### src/rtl/packet_buffer_read_arbiter.sv
// packet_buffer_read_arbiter: round-robin, lockable sharing of one RAM read port between two readers
module packet_buffer_read_arbiter #(
    parameter int ADDR_WIDTH  = 11,
    parameter int DATA_WIDTH  = 8,
    parameter int RAM_LATENCY = 2
) (
    input  logic                  clk,
    input  logic                  reset,
    input  logic                  a_req,
    input  logic [ADDR_WIDTH-1:0] a_addr,
    input  logic                  a_lock,
    output logic                  a_gnt,
    output logic                  a_ready,
    output logic [DATA_WIDTH-1:0] a_out,
    input  logic                  b_req,
    input  logic [ADDR_WIDTH-1:0] b_addr,
    input  logic                  b_lock,
    output logic                  b_gnt,
    output logic                  b_ready,
    output logic [DATA_WIDTH-1:0] b_out,
    output logic                  ram_read_req,
    output logic [ADDR_WIDTH-1:0] ram_read_addr,
    input  logic                  ram_read_ready,
    input  logic [DATA_WIDTH-1:0] ram_read_out,
    output logic                  busy
);
    logic                   last, lock_valid, lock_owner, issue_tag, lock_held;
    logic [RAM_LATENCY-1:0] tag_valid, tag_id;
    // A lock whose owner has dropped its lock input is released in the same cycle
    assign lock_held = lock_valid & (lock_owner ? b_lock : a_lock);
    always_comb begin
        a_gnt = lock_held ? ~lock_owner & a_req : a_req & (~b_req | last);
        b_gnt = lock_held ? lock_owner & b_req : b_req & (~a_req | ~last);
    end
    assign a_ready = ram_read_ready & tag_valid[RAM_LATENCY-1] & ~tag_id[RAM_LATENCY-1];
    assign b_ready = ram_read_ready & tag_valid[RAM_LATENCY-1] & tag_id[RAM_LATENCY-1];
    assign a_out   = ram_read_out;
    assign b_out   = ram_read_out;
    assign busy    = ram_read_req | (|tag_valid);
    always_ff @(posedge clk or posedge reset) begin
        if (reset) begin
            last          <= 1'b1;
            lock_valid    <= 1'b0;
            lock_owner    <= 1'b0;
            ram_read_req  <= 1'b0;
            ram_read_addr <= '0;
            issue_tag     <= 1'b0;
            tag_valid     <= '0;
            tag_id        <= '0;
        end else begin
            if (a_gnt | b_gnt) begin
                last          <= b_gnt;
                lock_owner    <= b_gnt;
                ram_read_addr <= b_gnt ? b_addr : a_addr;
                issue_tag     <= b_gnt;
            end
            lock_valid   <= lock_held | (a_gnt & a_lock) | (b_gnt & b_lock);
            ram_read_req <= a_gnt | b_gnt;
            tag_valid    <= RAM_LATENCY'({tag_valid, ram_read_req});
            tag_id       <= RAM_LATENCY'({tag_id, issue_tag});
        end
    end
endmodule

### config.mk
export PLATFORM = sky130hd
export DESIGN_NAME = packet_buffer_read_arbiter
export DESIGN_NICKNAME = d
export VERILOG_FILES = /design/src/rtl/packet_buffer_read_arbiter.sv
export SDC_FILE = /design/constraint.sdc
export NUM_CORES = 1
export LEC_CHECK = 0
export CAP_MARGIN = 20
export CORE_MARGIN = 8
export CORE_UTILIZATION = 38
export DETAILED_ROUTE_END_ITERATION = 10
export GPL_TIMING_DRIVEN = 0
export PLACE_DENSITY = 0.89
export REMOVE_ABC_BUFFERS = 1
export SLEW_MARGIN = 25
export SYNTH_ARGS = -nofsm -noshare
export SYNTH_HDL_FRONTEND = slang
export SYNTH_SLANG_ARGS = --single-unit
### constraint.sdc
create_clock -name clk -period 2.6 [get_ports clk]
set_input_delay 0.39 -clock clk [delete_from_list [all_inputs] [get_ports clk]]
set_output_delay 0.39 -clock clk [all_outputs]
set_load 0.1 [all_outputs]
==> impl_metrics.yaml <==
placement:
  numPortBuffers: 45
  gp_congestion: 0.7417
  dp.final_hpwl_mm: 2.205
sta:
  timing_worst_slew_pin_value_ns: 0.9911
  min_period_over_period_pct: 97.51
  max_clock_freq_mhz: 394.4
  relSlewSlack_pct: 33.72
  period_needed_ns: 2.535
  final-hold-violation-count: 0
  timing.hold.ws_ns: 0.3743
  report.final.slew_viol_count: 0
  worst_clock_skew_ns: 0.002157
  rsz_0062_raised_after_global_routing: "no"
  finalSetupViolCount: 0
route:
  route.detailed.vias_per_inst: 5.099
  route.detailed.drc: 0
  firstDrtPassIters: 4
  route.vias.total: 877
  wl_mm: 2.753
  drtAntennaViolNets: 0
  drt-initial-drc-count: 53
  avgRoutedWirePerCell_um: 16.01
critical_path:
  cp_data_required_time_ns: 2.21
  worstSetupStartpointType: "input port"
  critPathLaunch: "ram_read_ready"
  worstPathMaxFanout: 2
  r2r_slack_ns: 0.87
  endpoint_of_the_worst_slack_reg_to_reg_timing_path: "ram_read_addr[3]"
  crit_arrival_ns: 2.15
  r2r_cells: 5
  setup.worst_path.class: "input port to output port"
  endpoint_kind: "output port"
  worst_reg2reg_startpoint: "lock_owner"
global_routing:
  gr-total-overflow: 0
  grt_max_degree: 20
  initial_antenna_violation_count: 0
  grtUsageTotal_pct: 11.65
  grt_pass1_wl_mm: 4.209
  number_of_global_route_vias_before_repair: 960
clock_network:
  htree_num_levels: 1
  cts_tree: "done"
  post_cts_setup_driven_buffer_insertion_count: 0
  clock-root-buffer: "sky130_fd_sc_hd__clkbuf_4"
  numClockSinks: 19
  max-clock-path-buffers: 2
  clk_pin_slew_worst_paths_ns: 0.11
  cts_buffers: 3
  worstSkewPairLatency_ns: 0.29
cells_and_area:
  fill_cells: 250
  insertedDiodeCount: 0
  area.growth.synth_to_final_pct: 37.38
  final_layout_size_suffix_gt1_share_pct: 18.44
  multi_input_area_sq_um: 390.4
  seq_area_sq_um: 476.7
  nets: 179
  postLayoutCoreUtil_pct: 53.20
power_and_ir_drop:
  ir_worst_vdd_mv: 0.7935
  power.static_leakage_nw: 0.5854
  power-per-cell-area_nw_per_um2: 1100
status:
  status: "finished, final reports clean"
die:
  floorplan.die_area_sq_um: 4636
  io_pins: 70
  die-height_um: 68.09
  die_w_um: 68.09
  starting_density_of_the_core_pct: 38.72
  core.rowCount: 19
  coreArea_sq_um: 2663
synthesis:
  post_synth.cell_area_avg_sq_um: 9.373
  synth-warning-count: 0
  yosys_register_bits: 19
  cell_area_synth_sq_um: 1031
  synth-edff-count: 0
  synthCells: 110
  synth.distinct_cells: 24
  ys_seq_area_share_pct: 46.24
  synthArstFlopShare_pct: 100.0
  synth_top_flop_cell: "sky130_fd_sc_hd__dfrtp_1"
hold_path:
  hold_path_end: "tag_id[1]"
  min-delay-path-class: "flop to flop"
  worst_hold_startpoint: "tag_id[0]"
  min_delay_path_depth: 0
job:
  drv.max_cap_violation_count: 0
==> cells in the mapped netlist, types with 2 or more instances <==
cell type,instances,area [sq um]
sky130_fd_sc_hd__a21oi_2,14,122.6
sky130_fd_sc_hd__inv_1,2,7.510
sky130_fd_sc_hd__nor2_1,13,48.80
sky130_fd_sc_hd__inv_2,2,7.510
sky130_fd_sc_hd__dfrtp_1,18,450.4
sky130_fd_sc_hd__nand3_1,3,15.01
sky130_fd_sc_hd__a21oi_1,9,45.04
sky130_fd_sc_hd__buf_4,17,127.6
sky130_fd_sc_hd__nand2_1,16,60.06
sky130_fd_sc_hd__clkbuf_1,2,7.510
==> cells in the final DEF, fill, tap and decap left out <==
cell and count:
sky130_fd_sc_hd__inv_2 1, sky130_fd_sc_hd__clkinvlp_4 1, sky130_fd_sc_hd__clkbuf_4 3, sky130_fd_sc_hd__nand2b_1 1
sky130_fd_sc_hd__a21o_1 1, sky130_fd_sc_hd__buf_2 1, sky130_fd_sc_hd__mux2_2 1, sky130_fd_sc_hd__clkdlybuf4s50_1 43
sky130_fd_sc_hd__and3_1 1, sky130_fd_sc_hd__nand3_1 3, sky130_fd_sc_hd__buf_4 1, sky130_fd_sc_hd__dlygate4sd2_1 1
sky130_fd_sc_hd__a311o_2 1, sky130_fd_sc_hd__nand4_1 1, sky130_fd_sc_hd__o31ai_1 1, sky130_fd_sc_hd__inv_4 1
sky130_fd_sc_hd__dfstp_2 1, sky130_fd_sc_hd__o211ai_1 1, sky130_fd_sc_hd__or3_1 1, sky130_fd_sc_hd__a21oi_2 14
sky130_fd_sc_hd__nand4bb_1 1, sky130_fd_sc_hd__nand4b_1 1, sky130_fd_sc_hd__and3b_1 1, sky130_fd_sc_hd__dfrtp_1 18
sky130_fd_sc_hd__nor2_1 13, sky130_fd_sc_hd__a21oi_1 9, sky130_fd_sc_hd__nand2_1 16, sky130_fd_sc_hd__buf_6 1
sky130_fd_sc_hd__inv_1 2
==> registers in the layout, summed over array words and instances, names as in the netlist <==
register / flops
tag_valid: 2
lock_valid: 1
last: 1
lock_owner: 1
tag_id: 2
ram_read_req: 1
ram_read_addr: 11
==> cell type report <==
cell class,instances,area share [%]
Timing Repair Buffer,47,32.69
Sequential cell,19,33.66
Multi-Input combinational cell,67,27.56
Clock inverter,1,0.5300
Tap cell,31,2.739
Clock buffer,3,1.590
Inverter,4,1.237
==> report_power, final <==
part	internal, mW	leakage, nW	switching (mW)	total, mW
registers	0.391	0.213	0.0642	0.455
clock network	0.0584	0.0139	0.0912	0.150
logic	0.245	0.358	0.708	0.953
total	0.694	0.585	0.864	1.56
==> cells by family (layout without fill, tap and decap cells) <==
group / after synthesis / count (layout) / synth area share, %
AND/OR/NAND/NOR: 39 / 39 / 17.23
AO/OA/AOI/OAI: 27 / 27 / 19.42
buffers and inverters: 24 / 55 / 16.02
flip-flops: 19 / 19 / 46.24
multiplexers: 1 / 1 / 1.092
==> through the flow <==
step | setup TNS [ns] | cell area [sq um] | power, mW | instances | worst slack, ns
global route | 0 | 1416 | 1.625 | 172 | 0.002156
global placement | -1.071 | 1370 | 1.388 | 166 | -0.9216
finish | 0 | 1416 | 1.558 | 172 | 0.06474
floorplan | 0 | 880.8 | 1.159 | 90 | 0.2484
CTS | 0 | 1413 | 1.570 | 172 | 0.03632
detailed placement | -1.179 | 1383 | 1.417 | 168 | -0.9955
==> critical path, stage by stage <==
cell                              delay (ns)
sky130_fd_sc_hd__clkdlybuf4s50_1        0.47
sky130_fd_sc_hd__and3_1                 0.15
sky130_fd_sc_hd__clkdlybuf4s50_1        1.13
==> routing by layer <==
layer / vias up / routed length (um) / GRT usage, %
met5: - / 0 / 0
met2: 51 / 1382 / 20.52
met3: 0 / 347 / 6.383
met1: 409 / 1024 / 11.10
li1: 417 / - / -
met4: 0 / 0 / 4.604
==> worst max path at each step <==
stage / endpoint / slack, ns / cells after the start
detailed placement: b_gnt / -1.0 / 5
floorplan: a_gnt / 0.25 / 3
CTS: b_gnt / 0.04 / 5
global placement: b_gnt / -0.92 / 5
finish: b_ready / 0.06 / 3
global route: a_gnt / 0.002 / 5
==> timing repair <==
item,CTS,global route
endpoints found under the setup margin,2,1
resized for setup,9,1
hold buffers,0,0
pin swaps,0,0
Power figures use the tool's default switching activity.
